$ cat config.mk
export PLATFORM = sky130hd
export DESIGN_NAME = xnor_share_cmp
export DESIGN_NICKNAME = d
export VERILOG_FILES = /design/src/rtl/xnor_share_cmp.sv
export SDC_FILE = /design/constraint.sdc
export NUM_CORES = 1
export LEC_CHECK = 0
export BUFFER_PORTS_ARGS = -buffer_cell sky130_fd_sc_hd__buf_2
export CORE_ASPECT_RATIO = 1.4
export CORE_MARGIN = 1.5
export CORE_UTILIZATION = 50
export CTS_CLUSTER_SIZE = 28
export DETAILED_ROUTE_END_ITERATION = 8
export PLACE_DENSITY = 0.77
export SETUP_SLACK_MARGIN = 0.02
export SLEW_MARGIN = 40
export SYNTH_ARGS = -nofsm -noshare
export SYNTH_HDL_FRONTEND = slang
export SYNTH_SLANG_ARGS = --single-unit
$ cat constraint.sdc
create_clock -name clk -period 1.6 [get_ports clk]
set_input_delay 0.16 -clock clk [delete_from_list [all_inputs] [get_ports clk]]
set_output_delay 0.16 -clock clk [all_outputs]
set_load 0.05 [all_outputs]
$ cat src/rtl/xnor_share_cmp.sv
// Bit-serial word comparator that time-shares one external XNOR cell between
// two requesters under round-robin arbitration; returns the XNOR word and an equality flag.
module xnor_share_cmp #(
    parameter int WIDTH = 8
) (
    input  logic             clk,
    input  logic             rst,
    input  logic             req0_valid,
    input  logic [WIDTH-1:0] req0_a,
    input  logic [WIDTH-1:0] req0_b,
    output logic             req0_ready,
    input  logic             req1_valid,
    input  logic [WIDTH-1:0] req1_a,
    input  logic [WIDTH-1:0] req1_b,
    output logic             req1_ready,
    output logic             xa,
    output logic             xb,
    input  logic             xf,
    output logic             busy,
    output logic             res_valid,
    output logic             res_id,
    output logic             res_eq,
    output logic [WIDTH-1:0] res_xnor
);
    // Handshake: a pair moves on the rising edge where reqN_valid && reqN_ready;
    // ready is combinational, high only in IDLE for the granted requester, and a
    // requester holds valid/operands stable until it sees ready.
    localparam int CW = (WIDTH > 1) ? $clog2(WIDTH) : 1;

    typedef enum logic [1:0] {
        IDLE  = 2'd0,
        SHIFT = 2'd1,
        DONE  = 2'd2
    } state_t;

    // state is kept as a plainly named register so checkers can bind to it
    state_t           state;
    state_t           state_next;
    logic [CW-1:0]    cnt;
    logic             last;
    logic             id_reg;
    logic [WIDTH-1:0] a_reg;
    logic [WIDTH-1:0] b_reg;
    logic [WIDTH-1:0] acc;
    logic             eq_acc;

    logic             grant0;
    logic             grant1;
    logic             accept;
    logic             accept_id;
    logic             last_bit;
    logic [WIDTH-1:0] acc_shifted;

    always_comb begin
        grant0 = req0_valid && (!req1_valid || last);
        grant1 = req1_valid && (!req0_valid || !last);
    end

    assign req0_ready = (state == IDLE) && !rst && grant0;
    assign req1_ready = (state == IDLE) && !rst && grant1;
    assign accept     = req0_ready || req1_ready;
    assign accept_id  = req1_ready;
    assign last_bit   = (cnt == CW'(WIDTH - 1));

    // Operands shift right so bit cnt always sits at position 0; the XNOR bit
    // enters acc from the top, so after WIDTH shifts bit k lands at position k.
    assign acc_shifted = (acc >> 1) | (WIDTH'(xf) << (WIDTH - 1));

    assign xa        = (state == SHIFT) && a_reg[0];
    assign xb        = (state == SHIFT) && b_reg[0];
    assign busy      = (state != IDLE);
    assign res_valid = (state == DONE);

    always_comb begin
        state_next = state;
        unique case (state)
            IDLE:    if (accept) state_next = SHIFT;
            SHIFT:   if (last_bit) state_next = DONE;
            DONE:    state_next = IDLE;
            default: state_next = IDLE;
        endcase
    end

    always_ff @(posedge clk) begin
        if (rst) begin
            state    <= IDLE;
            cnt      <= '0;
            last     <= 1'b1;
            id_reg   <= 1'b0;
            a_reg    <= '0;
            b_reg    <= '0;
            acc      <= '0;
            eq_acc   <= 1'b0;
            res_id   <= 1'b0;
            res_eq   <= 1'b0;
            res_xnor <= '0;
        end else begin
            state <= state_next;
            case (state)
                IDLE: begin
                    if (accept) begin
                        a_reg  <= accept_id ? req1_a : req0_a;
                        b_reg  <= accept_id ? req1_b : req0_b;
                        id_reg <= accept_id;
                        last   <= accept_id;
                        acc    <= '0;
                        eq_acc <= 1'b1;
                        cnt    <= '0;
                    end
                end
                SHIFT: begin
                    a_reg  <= a_reg >> 1;
                    b_reg  <= b_reg >> 1;
                    acc    <= acc_shifted;
                    eq_acc <= eq_acc & xf;
                    // Results load on the final SHIFT edge so they are already
                    // visible during the DONE cycle, alongside res_valid.
                    if (last_bit) begin
                        res_xnor <= acc_shifted;
                        res_eq   <= eq_acc & xf;
                        res_id   <= id_reg;
                        cnt      <= '0;
                    end else begin
                        cnt <= cnt + CW'(1);
                    end
                end
                default: begin
                end
            endcase
        end
    end

endmodule

==> metrics.md <==
| Metric | Value |
|---|---|
| Total die area | `4260 µm²` |
| Final Routed Wirelength | `4000 µm` |
| Hold violation total from the final report | `0` |
| FFs w/ async S/R, synth | `0%` |
| Cell family contributing the most delay on the critical path | `simple AND/OR/NAND/NOR gates` |
| CTS root buf | `sky130_fd_sc_hd__clkbuf_8` |
| Worst EP required | `1.44 ns` |
| Max Cap Violations | `0` |
| CP Depth | `4` |
| Reg2Reg Depth | `4` |
| Critical-path top delay cell | `sky130_fd_sc_hd__dfxtp_1` |
| CTS tree | `done` |
| Cell chain of the critical path | `buf_4 > nand2b_2 > nor2_1 > buf_6` |
| Number of optimization iterations in the first detailed-route pass | `4` |
| Worst path max stage delay | `0.32 ns` |
| Crit path capture type | `output port` |
| Number of filler instances in the final layout | `334` |
| Highest achievable clock rate | `0.638 GHz` |
| Arrival time at the worst endpoint | `1.41 ns` |
| Routability Congestion | `0.745` |
| Initial standard-cell utilization of the core | `52.6%` |
| Maximum number of pins on one net before global-route repair | `35` |
| Setup slack of the critical path after layout | `0.0336 ns` |
| Number of instances in the synthesized netlist | `220` |
| Fraction of the yosys area taken by sequential cells | `42.4%` |
| Overall global routing resource usage | `20.2%` |
| Detail-routed net length per standard cell | `12.5 µm` |
| Horizontal die dimension | `55.6 µm` |
| Global-route wire length before repair | `6930 µm` |
| Total Neg Setup Slack | `0 ns` |
| Number of cells on the worst hold path | `3` |
| Largest area contributor in the netlist | `sky130_fd_sc_hd__dfxtp_1` |
| Total overflow reported by the global router | `0` |
| Largest driver fanout on the critical path | `24` |
| Proportion of layout cells with a drive suffix above 1 | `30.9%` |
| Startpoint types | `flip-flop` |
| Top cells by instance count after synthesis | `sky130_fd_sc_hd__dfxtp_1 (41), sky130_fd_sc_hd__nand2_1 (27), sky130_fd_sc_hd__a21oi_1 (21)` |
| Result of the run | `completed` |
| Clock skew | `0.00139 ns` |
| Worst voltage drop across the vdd grid | `775 µV` |
| Clock Sinks | `41` |
| Die height | `76.6 µm` |
| Flip-flop and latch count after synthesis | `41` |
| Power density normalized to cell area | `881 nW/µm²` |
| Average footprint of a synthesized cell | `8.79 µm²` |
| Hold/Removal Path Class | `input port to flip-flop` |
| Dominant cells by area after synthesis | `sky130_fd_sc_hd__dfxtp_1 (42%), sky130_fd_sc_hd__mux2i_1 (7.2%), sky130_fd_sc_hd__a21oi_1 (5.4%), sky130_fd_sc_hd__nand2_1 (5.2%), sky130_fd_sc_hd__o211ai_1 (4.7%)` |
| Leakage component of the power | `1.03 nW` |
| Vias after detailed routing | `1733` |
| CTS clk-pin slew, worst paths | `0.07 ns` |
| Share of Yosys cell area claimed by the top area cell type | `42.4%` |
| Number of rows in the core area | `26` |
| Clock H-tree levels | `2` |
| Number of top-level pins | `53` |
| Number of antenna violations at the first check in global routing | `0` |
| DR iter-0 viols | `25` |
| Area growth syn-to-layout | `24.6%` |
| Number of nets still failing antenna checks after routing | `0` |
| Post-place instance area | `2280 µm²` |
| Estimated wirelength of the detail-placed design | `2840 µm` |
| Clock latency reported for the late side of the worst-skew pair | `0.29 ns` |
| Total standard cell area after synthesis | `1930 µm²` |
| Tcrit/Tclk final | `97.9%` |
| Final routed DRC violation total | `0` |
| Number of nets at the end of the flow | `317` |
| Worst-case headroom to the max-slew limit | `65.5%` |
| Core area | `3680 µm²` |
| Total of buffers placed on input and output ports | `52` |
| Yosys warning count | `0` |
| Unrepaired setup endpoints after global routing | `true` |
| Final instance area | `2410 µm²` |
| Final Max Tran Viols | `0` |
| Critical path class | `flip-flop to output port` |
| Most common cell in the netlist | `sky130_fd_sc_hd__dfxtp_1` |
| Detailed-route vias per instance | `5.42` |
| Synthesized Nets | `259` |
| Worst slew pin tran | `0.513 ns` |
| WP buf/inv | `2` |
| Clk buf depth | `2` |
| Final period demand of the worst path | `1.57 ns` |
| Setup violation total in the final timing report | `0` |
| Final antenna diode count | `0` |
| Inserted Clock Buffers | `5` |
| Synth Flop Type | `sky130_fd_sc_hd__dfxtp_1` |
| Number of distinct library cells after synthesis | `38` |
| DP Worst Slack | `0.0736 ns` |
| EDFF count, synth | `0` |
| Vias in the first global route | `1610` |
per-stage QoR:
| step | cells | hold slack, ns | power, mW | util, % |
|---|---|---|---|---|
| floorplan | 220 | 0.300 | 1.34 | - |
| global placement | 311 | 0.420 | 1.45 | 61.9 |
| detailed placement | 311 | 0.428 | 1.45 | 61.9 |
| CTS | 319 | 0.110 | 2.15 | 65.3 |
| global route | 320 | 0.137 | 2.22 | 65.6 |
| finish | 320 | 0.122 | 2.12 | 65.6 |
where the power goes:
| group | total [mW] | switching [mW] | internal [mW] |
|---|---|---|---|
| clock network | 0.679 | 0.337 | 0.342 |
| logic | 0.342 | 0.185 | 0.156 |
| registers | 1.10 | 0.0286 | 1.07 |
layer usage:
layer	global-route usage (%)	wire (µm)	vias up
met2	34.9	1990	37
met1	22.9	1760	789
met4	8.78	80	0
met3	5.77	164	6
met5	0	0	-
li1	-	-	901
kinds of logic after synthesis:
| family | count (synthesis) | share of synthesized area, % |
|---|---|---|
| mux | 16 | 8.41 |
| simple gates | 72 | 19.8 |
| flops | 41 | 42.4 |
| compound gates | 62 | 21.7 |
| fa+ha+maj | 2 | 1.29 |
| buf+inv | 27 | 6.34 |
worst reg2reg max path, stage by stage (launching register included):
cell and delay [ns]:
sky130_fd_sc_hd__dfxtp_1 0.32, sky130_fd_sc_hd__or3_4 0.40, sky130_fd_sc_hd__or2_1 0.35, sky130_fd_sc_hd__buf_4 0.20
sky130_fd_sc_hd__o211ai_1 0.16
repair_timing:
item / CTS / global route
buffers inserted: 1 / 1
resized for setup: 9 / 2
hold buffers: 0 / 0
pin swaps: 0 / 1
setup endpoints to repair: 3 / 19
placed cells by master (no fill, tap or decap), drive strengths merged, types with 2 or more instances in the layout:
cell type	synthesis	final
o221a	2	2
or3	2	2
a211oi	7	7
nor2b	2	2
and3b	7	7
buf	5	68
o211ai	12	12
o21ai	3	3
clkbuf	13	8
mux2i	14	14
nand2b	2	2
mux2	2	2
o221ai	6	6
o22ai	7	7
inv	9	9
nand3	9	9
dfxtp	41	41
ha	2	2
nor2	8	8
nand2	27	27
and2	8	8
a21oi	22	22
cell type report:
cell class	instances	area [µm²]	share of cell area (%)
clock buffers	7	86.3	3.58
inverters	9	33.8	1.40
multi-input cells	152	1000	41.7
flip-flops and latches	41	821	34.0
well taps	42	52.6	2.18
repair buffers	69	413	17.1
worst paths after layout:
kind / start / end / slack [ns]
max: state[1] / xa / 0.03
min: req0_b[6] / b_reg[6] / 0.12
max reg2reg: state[0] / a_reg[6] / 0.11
min reg2reg: res_xnor[1] / res_xnor[1] / 0.45
(Power assumes the default switching activity.)
